[src/rtl/ultrasonido_ctrl.sv]
// Ultrasonic ranging controller: trigger pulse, echo timing via gated 1 cm tick divider.
// Optional ULTRASONIDO_AVG_EN: distance is the running mean of the last four valid results.
module ultrasonido_ctrl #(
  parameter int unsigned TRIG_CYCLES      = 1000,
  parameter int unsigned ECHO_WAIT_CYCLES = 3000000,
  parameter int unsigned MAX_CM           = 400,
  parameter int unsigned HOLDOFF_CYCLES   = 6000000,
  parameter int unsigned DIST_W           = 9
) (
  input  logic              clk,
  input  logic              rst_n,
  input  logic              start,
  input  logic              echo,
  input  logic              tick_clk,
  output logic              trigger,
  output logic              div_enable,
  output logic [DIST_W-1:0] distance,
  output logic              valid,
  output logic              timeout,
  output logic              busy
);

  localparam int unsigned CycMax0 =
      (TRIG_CYCLES > ECHO_WAIT_CYCLES) ? TRIG_CYCLES : ECHO_WAIT_CYCLES;
  localparam int unsigned CycMax  = (CycMax0 > HOLDOFF_CYCLES) ? CycMax0 : HOLDOFF_CYCLES;
  localparam int unsigned CntW    = (CycMax > 1) ? $clog2(CycMax) : 1;
  localparam int unsigned TickW   = $clog2(MAX_CM + 1);

  localparam logic [CntW-1:0]  TrigLast = CntW'(TRIG_CYCLES - 1);
  localparam logic [CntW-1:0]  WaitLast = CntW'(ECHO_WAIT_CYCLES - 1);
  localparam logic [CntW-1:0]  HoldLast = CntW'(HOLDOFF_CYCLES - 1);
  localparam logic [TickW-1:0] MaxTick  = TickW'(MAX_CM);

  typedef enum logic [2:0] {
    StIdle,
    StTrig,
    StWaitEcho,
    StMeasure,
    StHoldoff
  } state_e;

  state_e state_q, state_d;

  logic [CntW-1:0]  cyc_cnt_q, cyc_cnt_d;
  logic [TickW-1:0] tick_cnt_q, tick_cnt_d, tick_next;
  logic             valid_q, valid_d;
  logic             timeout_q, timeout_d;
  logic             load;
  logic [DIST_W-1:0] raw_result, dist_new, distance_q;

  logic echo_s1, echo_s2, echo_d;
  logic tick_s1, tick_s2, tick_d;
  logic echo_rise, echo_fall, tick_rise;

  // Two-flop synchronisers plus a delayed copy for edge detection.
  always_ff @(posedge clk or negedge rst_n) begin
    if (!rst_n) begin
      echo_s1 <= 1'b0;
      echo_s2 <= 1'b0;
      echo_d  <= 1'b0;
      tick_s1 <= 1'b0;
      tick_s2 <= 1'b0;
      tick_d  <= 1'b0;
    end else begin
      echo_s1 <= echo;
      echo_s2 <= echo_s1;
      echo_d  <= echo_s2;
      tick_s1 <= tick_clk;
      tick_s2 <= tick_s1;
      tick_d  <= tick_s2;
    end
  end

  assign echo_rise = echo_s2 & ~echo_d;
  assign echo_fall = ~echo_s2 & echo_d;
  assign tick_rise = tick_s2 & ~tick_d;

  // Saturating count including any tick seen this cycle.
  assign tick_next  = (tick_rise && (tick_cnt_q != MaxTick)) ? tick_cnt_q + TickW'(1)
                                                            : tick_cnt_q;
  assign raw_result = DIST_W'(tick_next);

  always_ff @(posedge clk or negedge rst_n) begin
    if (!rst_n) begin
      state_q    <= StIdle;
      cyc_cnt_q  <= '0;
      tick_cnt_q <= '0;
      valid_q    <= 1'b0;
      timeout_q  <= 1'b0;
    end else begin
      state_q    <= state_d;
      cyc_cnt_q  <= cyc_cnt_d;
      tick_cnt_q <= tick_cnt_d;
      valid_q    <= valid_d;
      timeout_q  <= timeout_d;
    end
  end

  always_comb begin
    state_d    = state_q;
    cyc_cnt_d  = '0;
    tick_cnt_d = tick_cnt_q;
    load       = 1'b0;
    valid_d    = 1'b0;
    timeout_d  = 1'b0;
    unique case (state_q)
      StIdle: begin
        if (start) begin
          state_d = StTrig;
        end
      end
      StTrig: begin
        if (cyc_cnt_q == TrigLast) begin
          state_d = StWaitEcho;
        end else begin
          cyc_cnt_d = cyc_cnt_q + CntW'(1);
        end
      end
      StWaitEcho: begin
        if (echo_rise) begin
          state_d    = StMeasure;
          tick_cnt_d = '0;
        end else if (cyc_cnt_q == WaitLast) begin
          state_d   = StHoldoff;
          timeout_d = 1'b1;
        end else begin
          cyc_cnt_d = cyc_cnt_q + CntW'(1);
        end
      end
      StMeasure: begin
        tick_cnt_d = tick_next;
        // Out-of-range wins over a simultaneous echo fall.
        if (tick_next == MaxTick) begin
          state_d   = StHoldoff;
          timeout_d = 1'b1;
        end else if (echo_fall) begin
          state_d = StHoldoff;
          valid_d = 1'b1;
          load    = 1'b1;
        end
      end
      StHoldoff: begin
        if (cyc_cnt_q == HoldLast) begin
          state_d = StIdle;
        end else begin
          cyc_cnt_d = cyc_cnt_q + CntW'(1);
        end
      end
      default: state_d = StIdle;
    endcase
  end

`ifdef ULTRASONIDO_AVG_EN
  // Three held results plus the incoming one form the 4-deep averaging window.
  logic [DIST_W-1:0] hist_q [3];
  logic [1:0]        nres_q;
  logic [DIST_W+1:0] avg_sum;

  assign avg_sum = {2'b00, raw_result} + {2'b00, hist_q[0]} + {2'b00, hist_q[1]}
                 + {2'b00, hist_q[2]};
  assign dist_new = (nres_q == 2'd3) ? DIST_W'(avg_sum >> 2) : raw_result;

  always_ff @(posedge clk or negedge rst_n) begin
    if (!rst_n) begin
      hist_q[0] <= '0;
      hist_q[1] <= '0;
      hist_q[2] <= '0;
      nres_q    <= '0;
    end else if (load) begin
      hist_q[0] <= raw_result;
      hist_q[1] <= hist_q[0];
      hist_q[2] <= hist_q[1];
      if (nres_q != 2'd3) begin
        nres_q <= nres_q + 2'd1;
      end
    end
  end
`else
  assign dist_new = raw_result;
`endif

  always_ff @(posedge clk or negedge rst_n) begin
    if (!rst_n) begin
      distance_q <= '0;
    end else if (load) begin
      distance_q <= dist_new;
    end
  end

  assign trigger    = (state_q == StTrig);
  assign div_enable = (state_q == StMeasure);
  assign busy       = (state_q != StIdle);
  assign valid      = valid_q;
  assign timeout    = timeout_q;
  assign distance   = distance_q;

endmodule

[config.mk]
export PLATFORM = sky130hd
export DESIGN_NAME = ultrasonido_ctrl
export DESIGN_NICKNAME = d
export VERILOG_FILES = /design/src/rtl/ultrasonido_ctrl.sv
export SDC_FILE = /design/constraint.sdc
export NUM_CORES = 1
export LEC_CHECK = 0
export CAP_MARGIN = 20
export CORE_ASPECT_RATIO = 1.75
export CORE_MARGIN = 4
export CORE_UTILIZATION = 40
export CTS_CLUSTER_DIAMETER = 200
export DETAILED_ROUTE_END_ITERATION = 10
export GPL_ROUTABILITY_DRIVEN = 0
export GPL_TIMING_DRIVEN = 0
export SETUP_SLACK_MARGIN = 0.1
export SYNTH_ARGS = -nofsm -noshare
export SYNTH_HDL_FRONTEND = slang
export SYNTH_SLANG_ARGS = --single-unit
[constraint.sdc]
create_clock -name clk -period 2.8 [get_ports clk]
set_input_delay 0.42 -clock clk [delete_from_list [all_inputs] [get_ports clk]]
set_output_delay 0.42 -clock clk [all_outputs]
set_load 0.05 [all_outputs]
== Yosys cells after proc, flatten, opt, wreduce, memory -nomap -nowiden ==
Cells that the tools add are included.
Storage, ports and cells
  register bits: 52
  input bits: 5
  output and inout bits: 14
Cells by class
  add/sub/neg operators: 2
  equality and inequality tests: 15
  muxes and demuxes: 23
  bitwise gates (word level): 6
  reduce and logical (&&, ||, !) cells: 6
Operator list (count)
  $mux W23: 4
  $pmux W23 S3: 1
  $add A23 B1 Y23 const B: 1
  $eq A23 B10 Y1 const B: 1
  $eq A23 B22 Y1 const B: 1
  $eq A23 B23 Y1 const B: 1
  $mux W3: 7
  $mux W9: 2
  $pmux W9 S2: 1
  $pmux W3 S5: 1
  $add A9 B1 Y9 const B: 1
  $eq A9 B9 Y1 const B: 1
  $ne A9 B9 Y1 const B: 1
  $eq A3 B2 Y1 const B: 2
  $mux W1: 6
  $ne A2 B2 Y1 const B: 3
  $reduce_and A5 Y1: 1
  $and A1 B1 Y1: 3
  $eq A3 B1 Y1 const B: 1
  $eq A3 B3 Y1 const B: 1
  $logic_not A3 Y1: 1
  $ne A3 B1 Y1 const B: 1
  $ne A3 B3 Y1 const B: 1
  $not A1 Y1: 3
  6 further kinds: 6

== Longest topological paths before layout ==
  word-level depth: 7
  depth in mapped cells: 9

== Least setup slack after synthesis ==
Ideal clock, no wire load.
  path type: register to register
  from: reg state_q[0]
  to: reg cyc_cnt_q[11]
  library setup time: 0.071 ns
  arrival time: 2.703 ns
  setup slack: 0.026 ns
  cell stages (with the launch flop): 8
  period minus slack after synthesis: 2.774 ns
  path through: dfrtp_1 > clkbuf_1 > nor3b_1 > o41ai_1 > o21a_1 > and2b_1 > buf_4 > nor2_1
Between the ends
  cells in the longest elaborated chain, start to end: 2
RTL lines
  start, declared: line 42  | state_e state_q, state_d;
  start signal, assigned: line 85  | state_q <= StIdle;
  start signal, assigned: line 91  | state_q <= state_d;
  $eq A3 B1 Y1
  named net trigger: line 15  | output logic trigger,
  $pmux W23 S3: line 106  | unique case (state_q)
  named net cyc_cnt_d[11]: line 44  | logic [CntW-1:0] cyc_cnt_q, cyc_cnt_d;
  end signal, assigned: line 92  | cyc_cnt_q <= cyc_cnt_d;
  end, declared: line 44
The timed path passes the listed nets, and every way through them passes these cells.
A chain may end at the register's enable or synchronous reset.

== Worst setup path after layout ==
  from: reg state_q[1]
  to: out div_enable
Between the ends
  cells in the longest elaborated chain, start to end: 1
RTL lines
  $eq A3 B2 Y1: line 191  | assign div_enable = (state_q == StMeasure);
  end, declared: line 16  | output logic div_enable,
Every way passes these cells.

==> impl_summary.md <==
Status
The run finished with clean final reports.

Job
The number of maximum-capacitance violations is 0.

Setup path
In this run the worst path has a maximum fanout of 5. Data on the critical path arrives at its endpoint at 2.17 ns. The classification of the worst setup path is flop to output pin. The sort of element at the start of the critical path is a flop. STA classifies the critical path endpoint as an output pin. The critical path data required time is 2.38 ns.

Global route
The number of global-route vias before repair is 2191. The initial antenna violation count is 0. The global-route wire length before repair is 10.4 mm. The largest net degree at the start of global routing is 33. Global routing used 15.3% of the available tracks across all layers. The global route total overflow is 0.

Logic synthesis
The count of unique library cells instantiated by Yosys is 51. The synthesized area divided by synthesized cell count is 9.87 µm². The yosys synthesis warning count is 0.

The synthesized netlist occupies a cell area of 0.00276 mm². Synthesis produced a netlist with a net count of 288. In this run, synthesis produced a sequential element count of 52. In the synthesized netlist the dominant register cell turns out to be dfrtp_1. The commonest cells after synthesis are dfrtp_1, nor2_1, a21oi_1, nand2_1, xnor2_1. The cell taking the most area after synthesis is dfrtp_1. The gate count after technology mapping is 280. In the synthesized netlist the async set-or-reset flop fraction comes to 100%.

The library cell with the highest instance count after synthesis is dfrtp_1. Ranked by total cell area, the synthesized netlist is headed by dfrtp_1, nor2_1, xnor2_1. In this run, synthesis inferred 0 flip-flops with an integrated enable. The proportion of netlist area held by the largest area contributor is 47.1%. The sequential share of the synthesized area is 47.1%.

Clock network
The clock sink count is 52. The later pin in the worst-skew pair is clocked with a latency of 0.28 ns. After clock tree synthesis, the clock-pin slew on the worst setup and hold paths is 0.06 ns.

The H-tree was split into 2 levels. The buffer cell driving the clock tree root is clkbuf_16. The clock buffer count from CTS is 5.

The maximum clock insertion buffer count is 2. The TritonCTS clock tree is built.

Final layout
The finished cells cover 0.00322 mm². The total number of nets in the final design is 315. The number of standard cells in the layout, taps in and fillers out is 389.

Summing all multi-input logic gate instances after layout gives 0.00135 mm². After filler insertion, the fill cell instance count of the layout stands at 646. The final antenna diode count is 0. The ratio of cells with drive above 1 in the final layout is 10.7%.

Compared with the post-synthesis result, the final layout area differs by 16.6%. The area occupied by registers is 0.00130 mm².

Timing
The worst pin sits at a relative slew slack of 54.7%. The actual slew at the worst max-slew pin is 0.675 ns. The ratio of final minimum period to clock period is 92.6%. The count of final max-slew check failures is 0. Timing would allow up to 0.386 GHz. Setup violations remaining at the end of the flow were counted as 0. The total count of hold-check failures in the final report was 0. Across the routed clock network, the largest skew measured is 0.00304 ns.

Setup repair after global routing left no endpoint under its margin. Subtracting the final worst setup slack from the clock period gives 2.59 ns.

Drt
After detailed routing, the number of vias per cell comes to 5.42. The total length of routed wires is 6.02 mm. The number of search-and-repair iterations in the first detailed-routing pass is 4. The first-iteration detailed-routing DRC count is 99. The number of nets with antenna violations after detailed routing is 0. Dividing the detail-routed wire length by the instance count gives 15.5 µm.

In the routed design, unresolved DRC markers number 0. The final route contains 2109 vias.

Placed design
The post-detailed-placement cell area is 0.00307 mm². The count of port buffers added during placement is 18. The cell count after placement is 381.

The HPWL after detailed placement is 4.53 mm.

Die
The number of top-level pins is 19. The placeable core area is 0.00664 mm². The initial utilization of the core area, before any placement, comes to 41.6%. In this run the vertical extent of the chip is 118 µm. Measured along the x axis, the die boundary spans 70.8 µm.

The number of rows in the core area is 39. The die covers 0.00835 mm².

Power and ir drop
In this run the static leakage power is 1.36 nW. IR analysis of the VDD net gives a maximum drop of 0.337 mV. The power density of the placed cells is 427 mW/mm².

Hold path
The path class of the tightest hold or removal check is input port to async pin.
cells in the final DEF (no fill, tap or decap), types with 4 or more instances in the layout:
| master | n |
|---|---|
| and3_1 | 5 |
| clkdlybuf4s50_1 | 17 |
| xnor2_1 | 17 |
| dfrtp_1 | 52 |
| a21oi_1 | 19 |
| inv_1 | 9 |
| o21ai_0 | 9 |
| nand2_1 | 19 |
| nand3_1 | 16 |
| nor2_1 | 42 |
| buf_6 | 5 |
| nor4_1 | 4 |
| nand4_1 | 6 |
| buf_4 | 4 |
| xor2_1 | 13 |
| nor3_1 | 4 |
| clkbuf_16 | 5 |
metal layers:
layer / vias up / track usage (%) / part of all wire [%]
met5: - / 0 / 0
met4: 0 / 5.88 / 2.9
met3: 13 / 2.31 / 2.0
met2: 27 / 28.1 / 55
met1: 1033 / 17.2 / 40
li1: 1036 / - / -
power breakdown:
| group | switching (W) | total (W) | internal, W |
|---|---|---|---|
| clock | 0.000257 | 0.000581 | 0.000325 |
| combinational | 0.0000209 | 0.0000337 | 0.0000129 |
| sequential | 0.00000381 | 0.000759 | 0.000755 |
| total | 0.000281 | 0.00137 | 0.00109 |
registers in the layout, summed over array words and instances, names as in the netlist, 3 cells and up:
register / flops
cyc_cnt_q: 23
distance: 9
tick_cnt_q: 9
state_q: 3
per-stage QoR:
stage / power, W / setup WS [ns] / utilization, % / TNS, ns / hold WS, ns
after detailed placement: 0.000808 / 0.215 / 46.2 / 0 / 0.337
after global placement: 0.000805 / -0.320 / 46.0 / -16.44 / 0.335
after floorplan: 0.000781 / 0.511 / - / 0 / 0.124
final: 0.00137 / 0.206 / 48.5 / 0 / 0.0927
after CTS: 0.00140 / 0.188 / 48.3 / 0 / 0.104
after global routing: 0.00144 / 0.100 / 48.5 / 0 / 0.119
worst max-delay path: stages, from the launching register on:
cell             delay [ns]
dfrtp_1                0.44
inv_1                  0.11
nor2_1                 0.19
nand2_1                0.18
inv_1                  0.15
clkdlybuf4s50_1        0.81
cell families after synthesis:
group	Yosys count	synth area share [%]
simple gates	121	23.7
flops	52	47.1
compound gates	49	11.8
xor+xnor	30	9.51
buf+inv	20	4.48
mux	5	2.08
fa+ha+maj	3	1.36
path summary, 6_finish.rpt:
kind / from / endpoint / slack (ns) / depth (start not counted)
min: rst_n / tick_s2 / 0.09 / 1
max reg2reg: tick_cnt_q[1] / distance[4] / 0.24 / 8
min reg2reg: echo_s1 / echo_s2 / 0.35 / 0
max: state_q[1] / div_enable / 0.21 / 5
max in group asynchronous: rst_n / cyc_cnt_q[10] / 2.17 / 2
min in group clk: echo_s1 / echo_s2 / 0.35 / 0
area by class of cell:
class / instances / area share, %
Multi-Input combinational cell: 208 / 42.0
Sequential cell: 52 / 40.4
Tap cell: 82 / 3.19
Inverter: 9 / 1.05
Clock inverter: 2 / 0.389
Buffer: 11 / 2.80
Timing Repair Buffer: 20 / 6.29
Clock buffer: 5 / 3.89
what timing repair did:
| action | in CTS | in global routing |
|---|---|---|
| setup buffers | 0 | 1 |
| gates resized for setup | 0 | 2 |
| endpoints found under the setup margin | 0 | 21 |
| hold buffers | 0 | 0 |
No activity file was read; power rests on OpenSTA's default activity.
